$ cat src/rtl/mips_multicycle_ctrl_if.sv
// Control-unit boundary: instruction-register fields and flags in, datapath selects/enables out.
// master = control FSM, slave = datapath/memory side.
interface mips_multicycle_ctrl_if;
    logic [5:0] opcode;
    logic [5:0] funct;
    logic       zero;
    logic       mem_ready;
    logic       pc_en;
    logic       iord;
    logic       ir_write;
    logic       mem_write;
    logic       reg_write;
    logic       reg_dst;
    logic       mem_to_reg;
    logic       alu_src_a;
    logic [1:0] alu_src_b;
    logic [1:0] pc_src;
    logic [3:0] alu_control;
    logic       instr_done;
    logic       illegal_op;

    modport master (
        input  opcode, funct, zero, mem_ready,
        output pc_en, iord, ir_write, mem_write, reg_write, reg_dst, mem_to_reg,
               alu_src_a, alu_src_b, pc_src, alu_control, instr_done, illegal_op
    );

    modport slave (
        output opcode, funct, zero, mem_ready,
        input  pc_en, iord, ir_write, mem_write, reg_write, reg_dst, mem_to_reg,
               alu_src_a, alu_src_b, pc_src, alu_control, instr_done, illegal_op
    );
endinterface

$ cat src/rtl/mips_multicycle_ctrl.sv
// Main control FSM of the multicycle MIPS datapath (shared ALU, unified memory).
// Optional MEM_WAIT_EN: FETCH/MEMRD/MEMWR stall until mem_ready.
module mips_multicycle_ctrl #(
    parameter int STATE_W = 4
) (
    input  logic                        clk,
    input  logic                        reset,
    mips_multicycle_ctrl_if.master      bus
);
    typedef enum logic [STATE_W-1:0] {
        FETCH, DECODE, MEMADR, MEMRD, MEMWB, MEMWR,
        EXEC, ALUWB, IEXEC, IWB, BRANCH, JUMP
    } state_t;

    localparam logic [5:0] OP_RTYPE = 6'b000000;
    localparam logic [5:0] OP_J     = 6'b000010;
    localparam logic [5:0] OP_BEQ   = 6'b000100;
    localparam logic [5:0] OP_BNE   = 6'b000101;
    localparam logic [5:0] OP_ADDI  = 6'b001000;
    localparam logic [5:0] OP_ADDIU = 6'b001001;
    localparam logic [5:0] OP_SLTI  = 6'b001010;
    localparam logic [5:0] OP_SLTIU = 6'b001011;
    localparam logic [5:0] OP_ANDI  = 6'b001100;
    localparam logic [5:0] OP_ORI   = 6'b001101;
    localparam logic [5:0] OP_XORI  = 6'b001110;
    localparam logic [5:0] OP_LUI   = 6'b001111;
    localparam logic [5:0] OP_LW    = 6'b100011;
    localparam logic [5:0] OP_SW    = 6'b101011;

    localparam logic [3:0] ALU_ADD  = 4'b0000;
    localparam logic [3:0] ALU_SUB  = 4'b0001;
    localparam logic [3:0] ALU_AND  = 4'b0010;
    localparam logic [3:0] ALU_OR   = 4'b0011;
    localparam logic [3:0] ALU_XOR  = 4'b0100;
    localparam logic [3:0] ALU_SLL  = 4'b0101;
    localparam logic [3:0] ALU_SRL  = 4'b0110;
    localparam logic [3:0] ALU_SRA  = 4'b0111;
    localparam logic [3:0] ALU_SLT  = 4'b1000;
    localparam logic [3:0] ALU_SLTU = 4'b1001;
    localparam logic [3:0] ALU_NOR  = 4'b1010;
    localparam logic [3:0] ALU_SLLV = 4'b1011;
    localparam logic [3:0] ALU_SRLV = 4'b1100;
    localparam logic [3:0] ALU_SRAV = 4'b1101;
    localparam logic [3:0] ALU_LUI  = 4'b1110;

    state_t     state, state_n;
    logic       is_sw_q, is_bne_q;
    logic       mem_go;
    logic [3:0] r_alu, i_alu;
    logic       r_ok;
    logic       pc_write, branch, bne;
    logic       ir_write, mem_write, reg_write;

`ifdef MEM_WAIT_EN
    assign mem_go = bus.mem_ready;
`else
    logic unused_mem_ready;
    assign unused_mem_ready = bus.mem_ready;
    assign mem_go = 1'b1;
`endif

    always_comb begin
        r_ok  = 1'b1;
        r_alu = ALU_ADD;
        case (bus.funct)
            6'b100000, 6'b100001: r_alu = ALU_ADD;
            6'b100010, 6'b100011: r_alu = ALU_SUB;
            6'b100100:            r_alu = ALU_AND;
            6'b100101:            r_alu = ALU_OR;
            6'b100110:            r_alu = ALU_XOR;
            6'b100111:            r_alu = ALU_NOR;
            6'b101010:            r_alu = ALU_SLT;
            6'b101011:            r_alu = ALU_SLTU;
            6'b000000:            r_alu = ALU_SLL;
            6'b000010:            r_alu = ALU_SRL;
            6'b000011:            r_alu = ALU_SRA;
            6'b000100:            r_alu = ALU_SLLV;
            6'b000110:            r_alu = ALU_SRLV;
            6'b000111:            r_alu = ALU_SRAV;
            default:              r_ok  = 1'b0;
        endcase
    end

    always_comb begin
        i_alu = ALU_ADD;
        case (bus.opcode)
            OP_ANDI:  i_alu = ALU_AND;
            OP_ORI:   i_alu = ALU_OR;
            OP_XORI:  i_alu = ALU_XOR;
            OP_SLTI:  i_alu = ALU_SLT;
            OP_SLTIU: i_alu = ALU_SLTU;
            OP_LUI:   i_alu = ALU_LUI;
            default:  i_alu = ALU_ADD;
        endcase
    end

    // Load/store and beq/bne flavour are captured in DECODE so later states depend only on state.
    always_ff @(posedge clk) begin
        if (reset) begin
            state    <= FETCH;
            is_sw_q  <= 1'b0;
            is_bne_q <= 1'b0;
        end else begin
            state <= state_n;
            if (state == DECODE) begin
                is_sw_q  <= (bus.opcode == OP_SW);
                is_bne_q <= (bus.opcode == OP_BNE);
            end
        end
    end

    always_comb begin
        state_n         = state;
        pc_write        = 1'b0;
        branch          = 1'b0;
        bne             = 1'b0;
        ir_write        = 1'b0;
        mem_write       = 1'b0;
        reg_write       = 1'b0;
        bus.iord        = 1'b0;
        bus.reg_dst     = 1'b0;
        bus.mem_to_reg  = 1'b0;
        bus.alu_src_a   = 1'b0;
        bus.alu_src_b   = 2'b00;
        bus.pc_src      = 2'b00;
        bus.alu_control = ALU_ADD;
        bus.instr_done  = 1'b0;
        bus.illegal_op  = 1'b0;
        case (state)
            FETCH: begin
                bus.alu_src_b = 2'b01;
                if (mem_go) begin
                    ir_write = 1'b1;
                    pc_write = 1'b1;
                    state_n  = DECODE;
                end
            end
            DECODE: begin
                bus.alu_src_b = 2'b11;
                case (bus.opcode)
                    OP_LW, OP_SW:  state_n = MEMADR;
                    OP_RTYPE:      state_n = r_ok ? EXEC : FETCH;
                    OP_BEQ, OP_BNE: state_n = BRANCH;
                    OP_ADDI, OP_ADDIU, OP_ANDI, OP_ORI, OP_XORI,
                    OP_SLTI, OP_SLTIU, OP_LUI: state_n = IEXEC;
                    OP_J:          state_n = JUMP;
                    default:       state_n = FETCH;
                endcase
                if (state_n == FETCH) begin
                    bus.illegal_op = 1'b1;
                    bus.instr_done = 1'b1;
                end
            end
            MEMADR: begin
                bus.alu_src_a = 1'b1;
                bus.alu_src_b = 2'b10;
                state_n       = is_sw_q ? MEMWR : MEMRD;
            end
            MEMRD: begin
                bus.iord = 1'b1;
                if (mem_go) state_n = MEMWB;
            end
            MEMWB: begin
                reg_write      = 1'b1;
                bus.mem_to_reg = 1'b1;
                bus.instr_done = 1'b1;
                state_n        = FETCH;
            end
            MEMWR: begin
                bus.iord  = 1'b1;
                mem_write = 1'b1;
                if (mem_go) begin
                    bus.instr_done = 1'b1;
                    state_n        = FETCH;
                end
            end
            EXEC: begin
                bus.alu_src_a   = 1'b1;
                bus.alu_control = r_alu;
                state_n         = ALUWB;
            end
            ALUWB: begin
                reg_write      = 1'b1;
                bus.reg_dst    = 1'b1;
                bus.instr_done = 1'b1;
                state_n        = FETCH;
            end
            IEXEC: begin
                bus.alu_src_a   = 1'b1;
                bus.alu_src_b   = 2'b10;
                bus.alu_control = i_alu;
                state_n         = IWB;
            end
            IWB: begin
                reg_write      = 1'b1;
                bus.instr_done = 1'b1;
                state_n        = FETCH;
            end
            BRANCH: begin
                bus.alu_src_a   = 1'b1;
                bus.alu_control = ALU_SUB;
                branch          = 1'b1;
                bne             = is_bne_q;
                bus.pc_src      = 2'b01;
                bus.instr_done  = 1'b1;
                state_n         = FETCH;
            end
            JUMP: begin
                pc_write       = 1'b1;
                bus.pc_src     = 2'b10;
                bus.instr_done = 1'b1;
                state_n        = FETCH;
            end
            default: state_n = FETCH;
        endcase
    end

    // Enables are suppressed for the whole reset pulse so an abandoned instruction leaves no writes.
    assign bus.pc_en     = ~reset & (pc_write | (branch & (bus.zero ^ bne)));
    assign bus.ir_write  = ~reset & ir_write;
    assign bus.mem_write = ~reset & mem_write;
    assign bus.reg_write = ~reset & reg_write;
endmodule
$ cat src/flat_wrapper.sv
// flat-port wrapper written by rule: the top's interface ports become plain ports
module mips_multicycle_ctrl_flat 
#(
    parameter int STATE_W = 4
)
  (clk, reset, bus_opcode, bus_funct, bus_zero, bus_mem_ready, bus_pc_en, bus_iord, bus_ir_write, bus_mem_write, bus_reg_write, bus_reg_dst, bus_mem_to_reg, bus_alu_src_a, bus_alu_src_b, bus_pc_src, bus_alu_control, bus_instr_done, bus_illegal_op);
  mips_multicycle_ctrl_if bus_i ();
  input  logic clk;
  input  logic reset;
  input wire logic [$bits(bus_i.opcode)-1:0] bus_opcode;
  input wire logic [$bits(bus_i.funct)-1:0] bus_funct;
  input wire logic [$bits(bus_i.zero)-1:0] bus_zero;
  input wire logic [$bits(bus_i.mem_ready)-1:0] bus_mem_ready;
  output wire logic [$bits(bus_i.pc_en)-1:0] bus_pc_en;
  output wire logic [$bits(bus_i.iord)-1:0] bus_iord;
  output wire logic [$bits(bus_i.ir_write)-1:0] bus_ir_write;
  output wire logic [$bits(bus_i.mem_write)-1:0] bus_mem_write;
  output wire logic [$bits(bus_i.reg_write)-1:0] bus_reg_write;
  output wire logic [$bits(bus_i.reg_dst)-1:0] bus_reg_dst;
  output wire logic [$bits(bus_i.mem_to_reg)-1:0] bus_mem_to_reg;
  output wire logic [$bits(bus_i.alu_src_a)-1:0] bus_alu_src_a;
  output wire logic [$bits(bus_i.alu_src_b)-1:0] bus_alu_src_b;
  output wire logic [$bits(bus_i.pc_src)-1:0] bus_pc_src;
  output wire logic [$bits(bus_i.alu_control)-1:0] bus_alu_control;
  output wire logic [$bits(bus_i.instr_done)-1:0] bus_instr_done;
  output wire logic [$bits(bus_i.illegal_op)-1:0] bus_illegal_op;
  assign bus_i.opcode = bus_opcode;
  assign bus_i.funct = bus_funct;
  assign bus_i.zero = bus_zero;
  assign bus_i.mem_ready = bus_mem_ready;
  assign bus_pc_en = bus_i.pc_en;
  assign bus_iord = bus_i.iord;
  assign bus_ir_write = bus_i.ir_write;
  assign bus_mem_write = bus_i.mem_write;
  assign bus_reg_write = bus_i.reg_write;
  assign bus_reg_dst = bus_i.reg_dst;
  assign bus_mem_to_reg = bus_i.mem_to_reg;
  assign bus_alu_src_a = bus_i.alu_src_a;
  assign bus_alu_src_b = bus_i.alu_src_b;
  assign bus_pc_src = bus_i.pc_src;
  assign bus_alu_control = bus_i.alu_control;
  assign bus_instr_done = bus_i.instr_done;
  assign bus_illegal_op = bus_i.illegal_op;
  mips_multicycle_ctrl #(.STATE_W(STATE_W)) u_core (.clk(clk), .reset(reset), .bus(bus_i));
endmodule
$ cat config.mk
export PLATFORM = sky130hd
export DESIGN_NAME = mips_multicycle_ctrl_flat
export DESIGN_NICKNAME = d
export VERILOG_FILES = /design/src/rtl/mips_multicycle_ctrl_if.sv /design/src/rtl/mips_multicycle_ctrl.sv /design/src/flat_wrapper.sv
export SDC_FILE = /design/constraint.sdc
export NUM_CORES = 1
export LEC_CHECK = 0
export BUFFER_PORTS_ARGS = -buffer_cell sky130_fd_sc_hd__buf_2
export CORE_MARGIN = 5
export CORE_UTILIZATION = 40
export CTS_BUF_LIST = sky130_fd_sc_hd__clkbuf_4 sky130_fd_sc_hd__clkbuf_8
export CTS_CLUSTER_DIAMETER = 150
export DETAILED_ROUTE_END_ITERATION = 10
export PLACE_DENSITY = 0.7
export SYNTH_ARGS = -nofsm -noshare
export SYNTH_HDL_FRONTEND = slang
export SYNTH_SLANG_ARGS = --single-unit
$ cat constraint.sdc
create_clock -name clk -period 1.75 [get_ports clk]
set_clock_uncertainty 0.1 [all_clocks]
set_input_delay 0.0875 -clock clk [delete_from_list [all_inputs] [get_ports clk]]
set_output_delay 0.0875 -clock clk [all_outputs]
set_load 0.02 [all_outputs]
# ---- After elaboration in Yosys (flattened, before gate mapping)
# Index checks and enable logic that the tools add are counted.
# W data, S select, Z words.
dict set report totals {
  reg_bits 6
  input_bits 16
  output_inout_bits 18
  wordCells 89
}
dict set report op_classes {
  eq_ne 39
  muxes 24
  bitwise_logic 8
  reduce_logical 15
}
# cell n
set op_table {}
lappend op_table {{$eq A6 B6 Y1 const B} 12}
lappend op_table {{$pmux W4 S13} 1}
lappend op_table {{$eq A6 B4 Y1 const B} 8}
lappend op_table {{$pmux W4 S6} 2}
lappend op_table {{$eq A6 B3 Y1 const B} 5}
lappend op_table {{$pmux W4 S5} 1}
lappend op_table {{$eq A6 B2 Y1 const B} 3}
lappend op_table {{$eq A4 B3 Y1 const B} 4}
lappend op_table {{$eq A4 B4 Y1 const B} 4}
lappend op_table {{$reduce_or A16 Y1} 1}
lappend op_table {{$mux W1} 13}
lappend op_table {{$logic_not A6 Y1} 2}
lappend op_table {{$pmux W4 S3} 1}
lappend op_table {{$reduce_or A2 Y1} 6}
lappend op_table {{$eq A4 B2 Y1 const B} 2}
lappend op_table {{$logic_not A4 Y1} 2}
lappend op_table {{$reduce_or A8 Y1} 1}
lappend op_table {{$mux W3} 2}
lappend op_table {{$pmux W2 S3} 1}
lappend op_table {{$reduce_or A6 Y1} 1}
lappend op_table {{$and A1 B1 Y1} 5}
lappend op_table {{$eq A4 B1 Y1 const B} 1}
lappend op_table {{$mux W4} 1}
lappend op_table {{$pmux W2 S2} 1}
lappend op_table {{other kinds (6)} 6}

# ---- Depth between registers and ports, before layout
# Gate-level depths: netlist of run 1.
dict set report depth {
  ltp_word 9
  mapped_depth 6
  depth_no_buf 5
}

# ---- Worst setup path after synthesis of run 1
# No wires, ideal clock.
dict set report synth_path {
  kind {reg-to-output}
  from {register u_core.state[0]}
  to {output bus_alu_control[0]}
  arrival_time_ns 1.560
  t_required_ns 1.562
  slack_ns 0.003
  stages_incl_launch_ff 5
  n_path_buf 1
  cell_sequence {dfxtp_1 > buf_2 > nand2b_1 > or3_1 > o31ai_1}
}
dict set report synth_via {
  elab_chain_len 2
}
# element line
set synth_rtl {}
lappend synth_rtl {{from (decl)} mips_multicycle_ctrl.sv:46} ;# state_t state, state_n;
lappend synth_rtl {{from (signal assigned)} mips_multicycle_ctrl.sv:104} ;# state <= state_n;
lappend synth_rtl {{$eq A4 B4 Y1 / $eq A4 B3 Y1 (equally long branches)} mips_multicycle_ctrl.sv:129} ;# case (state)
lappend synth_rtl {{$pmux W4 S3 (*)} mips_multicycle_ctrl.sv:129}
lappend synth_rtl {{to (decl)} flat_wrapper.sv:24} ;# output wire logic [$bits(bus_i.alu_control)-1:0] bus_alu_control;
# Mark *: on every way between the ends. The rest lies on a longest branch, timed or not.

# ---- Final worst setup path of run 1
dict set report layout_path {
  from {register u_core.state[1]}
  to {output bus_alu_control[2]}
}
# Same word-level chain as after synthesis.

==> results of run 1 <==
[worst max-delay path, delay by kind of cell (launching register included)]
| kind | cells | cell delay, ps |
|---|---|---|
| AND/OR/NAND/NOR | 3 | 600 |
| flip-flops | 1 | 400 |
| buffers and inverters | 1 | 120 |
| AO/OA/AOI/OAI | 1 | 150 |
[layout by cell type (no fill, tap or decap), types with 2 or more instances in the layout]
cell / n
a32o_1: 2
a31oi_1: 2
buf_4: 9
nor2_2: 3
a211o_1: 2
dfxtp_2: 2
o211ai_1: 2
dfxtp_1: 4
a21oi_2: 2
xor2_1: 3
buf_6: 4
a21oi_1: 10
clkbuf_4: 3
nand3_1: 2
nor2b_1: 3
o21ai_1: 2
nand2_1: 9
buf_2: 27
a21o_1: 2
inv_1: 3
nor2_1: 17
o21ai_0: 3
nor3_1: 8
nor3_2: 2
nor4_1: 2
nand2b_4: 2
or3_1: 2
nand2b_1: 8
[layer usage]
layer / vias up / share of wire / global-route usage
met1: 439 / 0.46 / 0.227
li1: 524 / - / -
met5: - / 0 / 0
met2: 21 / 0.49 / 0.253
met3: 0 / 0.050 / 0.0327
met4: 0 / 0 / 0.0249
[flip-flops by register name (all words and copies together), names as in the netlist]
signal	count
u_core.is_bne_q	1
u_core.is_sw_q	1
u_core.state	4
[worst min-delay path by stage]
stage / startpoint / to / slack (ps)
2_1_floorplan: bus_opcode[4] / u_core.is_sw_q / 170
3_3_place_gp: reset / u_core.is_sw_q / 280
3_5_place_dp: reset / u_core.state[0] / 280
4_1_cts: reset / u_core.state[0] / 30
5_1_grt: reset / u_core.state[0] / 50
6_report: reset / u_core.state[0] / 20
[final cells by class]
type / count / area share
clock buffer: 3 / 0.0200
sequential: 6 / 0.109
tap: 27 / 0.0301
multi-input combinational: 106 / 0.610
inverter: 3 / 0.0100
timing repair buffer: 40 / 0.220
[timing repair]
action,4_1_cts,5_1_grt
setup buffers,0,1
pin swaps,1,5
endpoints found under the setup margin,4,5
resized for setup,5,19
[power by group through the flow]
| stage | logic [mW] | clock network [mW] | registers (mW) |
|---|---|---|---|
| finish | 0.193 | 0.127 | 0.145 |
| CTS | 0.182 | 0.128 | 0.144 |
| detailed placement | 0.180 | 0 | 0.146 |
| global route | 0.214 | 0.140 | 0.146 |
| global placement | 0.176 | 0 | 0.146 |
| floorplan | 0.121 | 0 | 0.144 |
[logic make-up after synthesis]
logic type | count (synthesis) | synth area share
xor+xnor | 4 | 0.0441
mux | 1 | 0.0126
flops | 6 | 0.151
simple gates | 64 | 0.405
compound gates | 37 | 0.321
buf+inv | 11 | 0.0661
[per-stage QoR]
stage                     cell area [µm²]  worst slack [ps]  cells
final                                1120              54.7    185
after detailed placement             1000               191    181
after floorplan                       795              2.74    123
after global placement               1000               209    181
after CTS                            1040              3.45    184
after global routing                 1120             0.281    185
==> impl_metrics.ini, run 1 <==
[timing]
fin_setup_tns_ps = 0
tightest_slew_ps = 418
whs_ps = 24.3
hold_viol_final = 0
rsz0062_at_grt = no
period_needed_ps = 1700
setup_viol = 0
maxSlewViolCount = 0
max_freq_ghz = 0.590
slew_headroom = 0.721
period_share = 0.969

[routing]
first_iter_violations = 26
wl_per_cell_um = 12.2
drc = 0
num_vias = 984
wirelength_mm = 2.26
viasPerCell = 5.32
ant_nets = 0
drtPass1Iterations = 4

[cells_and_area]
num-nets-final = 176
final_util = 0.585
multi_input_area_um2 = 686
num_antenna_cells = 0
fillCellCount = 199
area_growth_pct = 41.4
drive_above_1_share = 0.392
register_area_um2 = 123

[place]
dp_hpwl_mm = 1.78
routabilityCongestion = 0.834
portBuffers = 32

[worst_setup_path]
cp_slowest_cell = or3_4
crit_end = bus_alu_control[2]
endpoint_kind = primary output
reg2regPathDepth = 7
crit_path_start_kind = register
critPathKind = register to primary output
worst-path-max-fanout = 3
worstSetupStartpoint = u_core.state[1]
r2r-end = u_core.state[3]
required_ps = 1560
cp_cell_sequence = nand2b_4 > or3_4 > nor2_4 > a32o_1 > buf_6
r2r-start = u_core.state[1]
cp_data_arrival_time_ps = 1510
r2r_slack_ps = 220
max_stage_delay_ps = 430

[cts]
clockBufferDepth = 2
cts.sinks = 6
cts_tree = done
numCtsBuffers = 3
clk_latency_ps = 240
htreeDepth = 1
root_buffer = clkbuf_4
cts_hold_buffers = 0
clkSlewWorstSetupHoldPaths_ps = 50

[synthesis]
synth_nets = 139
yosysUniqueCellTypes = 40
synth_edf_count = 0
avgSynthCellArea_um2 = 6.46
ys.flop_type = dfxtp_1
yosys.area.top_type = dfxtp_1
synth.area.top_cells = dfxtp_1, nor2_1, nand2b_1
synth.yosys.seq_area_share = 0.151
syn_area_um2 = 795
yosysTopAreaCellShare = 0.151
synth_cells = 123
synth_most_common_cell = nor2_1
synth_common_cells = nor2_1, a21oi_1, nand2b_1, nand2_1, nor3_1
async_reset_ff_frac = 0
yosys_warnings = 0
synth-seq-cells = 6

[die]
start_util = 0.413
core_mm2 = 0.00192
rows = 16
die_h_um = 54.6
die_w_um = 54.6
die-area_mm2 = 0.00298
ios = 34

[pwr]
swShare = 0.361
power_density_mw_per_mm2 = 414
sequentialPowerShare = 0.312
p_sw_mw = 0.168
clockPowerShare = 0.273
power_leakage_nw = 0.467
combPwrFrac = 0.415
intPower_mw = 0.298
power.total_mw = 0.465
irDropWorstVdd_mv = 0.319

[min_path]
whs_path_depth = 2
hold_path.class = input port to register

[global_routing]
grt_max_degree = 17
grt_first_pass_wirelength_mm = 3.57
grt_usage = 0.161
antenna_found_initial = 0
first_global_vias = 820
grt_overflow_total = 0

[run_status]
status = finished, final reports clean

[run]
maxCapViolCount = 0
Note: power is estimated with default switching activity, not from simulation.
==> inputs of run 2 (changes only) <==
Settings changed: PLACE_DENSITY 0.7 to 0.68.
==> impl_metrics.ini, run 2 (synthesis results as in run 1) <==
[run_status]
status = finished, final reports clean

[routing]
wl_met3_um = 141
wirelength_mm = 2.31
viasPerCell = 5.40
m1WireLength_mm = 1.02
drtPass1Iterations = 4
dr.max_layer_used = met4
wl_met2_mm = 1.12
drc = 0
first_iter_violations = 12
num_vias = 994
ant_nets = 0
wl_per_cell_um = 12.5

[place]
routabilityCongestion = 0.856
place_inst = 180
dp_hpwl_mm = 1.78
dpl-instance-area_um2 = 992
portBuffers = 32

[cells_and_area]
num_antenna_cells = 0
fillCellCount = 196
reg_top3 = u_core.state x4, u_core.is_bne_q x1, u_core.is_sw_q x1
finalNonFillerCells = 184
drive_above_1_share = 0.389
layout_common_cells = buf_2, nor2_1, a21oi_1
multi_input_area_um2 = 687
final_common_cell = buf_2
area_growth_pct = 40.6
top_register = u_core.state
largest_reg_flops = 4
final_util = 0.581
num-nets-final = 175
design_area_mm2 = 0.00112
register_area_um2 = 125

[cts]
htreeDepth = 1
cts_tree = done
root_buffer = clkbuf_4
clkSlewWorstSetupHoldPaths_ps = 40
cts.sinks = 6
clk_latency_ps = 250
cts_hold_buffers = 0
numCtsBuffers = 3
clockBufferDepth = 2

[global_routing]
antenna_found_initial = 0
first_global_vias = 873
grt_first_pass_wirelength_mm = 3.80
grt_overflow_total = 0
grt_max_degree = 17
grt_usage = 0.171

[die]
die_w_um = 54.6
core_mm2 = 0.00192
start_util = 0.413
die_h_um = 54.6
rows = 16
die-area_mm2 = 0.00298
ios = 34

[timing]
whs_ps = 24.7
max_freq_ghz = 0.588
maxSlewViolCount = 0
tightest_slew_ps = 332
period_needed_ps = 1700
slew_headroom = 0.776
hold_viol_final = 0
rsz0062_at_grt = yes
period_share = 0.973
setup_viol = 0

[worst_setup_path]
cp_cell_sequence = nand2b_4 > or3_4 > nor2_4 > a32o_1 > buf_4
endpoint_kind = primary output
cp_slowest_cell = or3_4
crit_path_start_kind = register
critPathKind = register to primary output
required_ps = 1560
worst-path-max-fanout = 5
r2r_slack_ps = 270
cp_data_arrival_time_ps = 1510
max_stage_delay_ps = 390

[pwr]
power_density_mw_per_mm2 = 419
power.total_mw = 0.469
irDropWorstVdd_mv = 0.405
power_leakage_nw = 0.466

[run]
maxCapViolCount = 0

[min_path]
hold_path.class = input port to register
## run 2: final cells by class
type,instances,area share
inverters,3,0.0101
flip-flops and latches,6,0.112
clock buffers,3,0.0202
repair buffers,39,0.213
well taps,27,0.0302
multi-input cells,106,0.615
## run 2: worst paths after layout
path / startpoint / to / cells after the start
worst max-delay path: u_core.state[3] / bus_alu_control[2] / 5
worst min-delay path: reset / u_core.is_bne_q / 2
worst max register to register: u_core.state[2] / u_core.is_sw_q / 5
worst min register to register: u_core.is_sw_q / u_core.is_sw_q / 2
## run 2: where the power goes
group	switching, mW	internal [mW]	total (mW)
Sequential	0.00495	0.140	0.145
Clock	0.0558	0.0779	0.134
Combinational	0.112	0.0774	0.190
## run 2: critical path: cells and delay by family (launching register included)
kind	cells	cell delay [ps]
and+or+nand+nor	3	640
DFF	1	360
AOI/OAI and AO/OA	1	130
buffers and inverters	1	130
## run 2: layer usage
| layer | global-route usage | vias up |
|---|---|---|
| li1 | - | 514 |
| met1 | 0.234 | 451 |
| met2 | 0.267 | 26 |
| met3 | 0.0327 | 3 |
| met4 | 0.0539 | 0 |
| met5 | 0 | - |
## run 2: stage by stage
step	TNS (ps)	setup WS, ps
6_report	0	48.1
5_1_grt	-74.4	-45.4
4_1_cts	0	14.1
3_5_place_dp	0	205
3_3_place_gp	0	211
2_1_floorplan	0	2.74
## run 2: repair_timing
action                     in CTS  in global routing
resized for setup               7                 16
pin swaps                       0                  4
setup endpoints to repair       5                  5
setup buffers                   0                  1
gates cloned                    0                  0
==> inputs of run 3 (changes only) <==
Settings changed: CORE_UTILIZATION 40 to 49, MAX_ROUTING_LAYER from default to met4, PLACE_DENSITY 0.68 to 0.81, SLEW_MARGIN from default to 40.
==> impl_metrics.ini, run 3 (synthesis results as in run 1) <==
[global_routing]
grt_overflow_total = 0
grt_usage = 0.188
antenna_found_initial = 0
first_global_vias = 846
grt_first_pass_wirelength_mm = 3.69
grt_max_degree = 17

[routing]
first_iter_violations = 33
num_vias = 1058
drtPass1Iterations = 4
viasPerCell = 5.98
wirelength_mm = 2.64
wl_per_cell_um = 14.9
drc = 0
ant_nets = 0

[worst_setup_path]
critPathTopFamily = simple AND/OR/NAND/NOR gates
endpoint_kind = primary output
worst-path-max-fanout = 3
critPathKind = register to primary output
cp_num_buf_inv = 1
cp_cell_sequence = nand2b_4 > or3_4 > o31ai_1 > buf_2
cp_slowest_cell = or3_4
max_stage_delay_ps = 420
cp_data_arrival_time_ps = 1590
crit_path_start_kind = register
required_ps = 1560

[cells_and_area]
fillCellCount = 108
largest_reg_flops = 4
reg_top3 = u_core.state x4, u_core.is_bne_q x1, u_core.is_sw_q x1
multi_input_area_um2 = 697
area_growth_pct = 44.1
final_common_cell = buf_2
top_register = u_core.state
finalNonFillerCells = 177
num-nets-final = 179
register_area_um2 = 130
final_util = 0.751
layout_common_cells = buf_2, nor2_1, buf_4
drive_above_1_share = 0.422
num_antenna_cells = 0

[die]
core_mm2 = 0.00152
die_h_um = 50.3
ios = 34
rows = 14
die-area_mm2 = 0.00253
start_util = 0.521
die_w_um = 50.3

[timing]
tightest_slew_ps = 336
period_share = 1.02
rsz0062_at_grt = yes
max_freq_ghz = 0.562
maxSlewViolCount = 0
setup_viol = 1
hold_viol_final = 0
finalWorstSetupSlack_ps = -30.6
period_needed_ps = 1780
slew_headroom = 0.776

[place]
place_inst = 171
dp_hpwl_mm = 1.77
routabilityCongestion = 0.854
portBuffers = 32
place_ws_ps = 169

[pwr]
power_leakage_nw = 0.486
power.total_mw = 0.482
power_density_mw_per_mm2 = 421
irDropWorstVdd_mv = 0.312

[cts]
numCtsBuffers = 3
clk_latency_ps = 250
clockBufferDepth = 2
root_buffer = clkbuf_4
clkSlewWorstSetupHoldPaths_ps = 40
htreeDepth = 1
cts.sinks = 6
cts_tree = done

[run]
maxCapViolCount = 0

[run_status]
status = finished with violations
violations = setup timing

[min_path]
hold_path.class = input port to register
## run 3: changes by cell type in the layout (fill, tap and decap cells not counted), moves of 2 or more
cell,before,now
buf_4,7,12
dfxtp_1,4,2
nand2b_4,4,2
nand2b_1,6,8
## run 3: path summary, 6_finish.rpt
path,slack (ps),depth (start not counted),end,start
worst max-delay path,-30,4,bus_alu_control[0],u_core.state[0]
worst min register to register,380,2,u_core.is_sw_q,u_core.is_sw_q
worst min-delay path,20,2,u_core.state[0],reset
worst max register to register,280,7,u_core.is_bne_q,u_core.state[3]
## run 3: repair_timing
action / in CTS / in global routing
endpoints found under the setup margin: 4 / 7
hold buffers: 0 / 0
buffers inserted: 0 / 3
endpoints found under the hold margin: 0 / 0
pin swaps: 1 / 8
resized for setup: 5 / 24
## run 3: cell type report
cell class              instances  share of cell area
multi-input cells             106               0.609
repair buffers                 43               0.231
clock buffers                   3              0.0197
flip-flops and latches          6               0.114
well taps                      16              0.0175
inverters                       3             0.00984
## run 3: metal layers
layer | vias up | track usage | wire length [µm]
met3 | 5 | 0.0207 | 199
met4 | 0 | 0.105 | 50
li1 | 521 | - | -
met1 | 483 | 0.248 | 1150
met2 | 49 | 0.276 | 1240
met5 | - | - | 0
## run 3: power breakdown
part | switching, mW | internal [mW]
Combinational | 0.121 | 0.0835
Sequential | 0.00464 | 0.140
Clock | 0.0549 | 0.0779
## run 3: worst register-to-register path, cell delays in order, from the launching register on
cell,delay [ps]
dfxtp_2,340
buf_4,160
buf_4,150
nor2_1,130
nand3_1,170
nor3_1,220
a21oi_1,60
nor2_1,80
## run 3: through the flow
step                hold slack [ps]  setup TNS, ps  instance area (µm²)
floorplan                       169              0                  795
global placement                260              0                  993
detailed placement              273              0                  993
CTS                            7.35              0                 1040
global route                   22.2           -186                 1140
finish                         24.9          -30.6                 1140
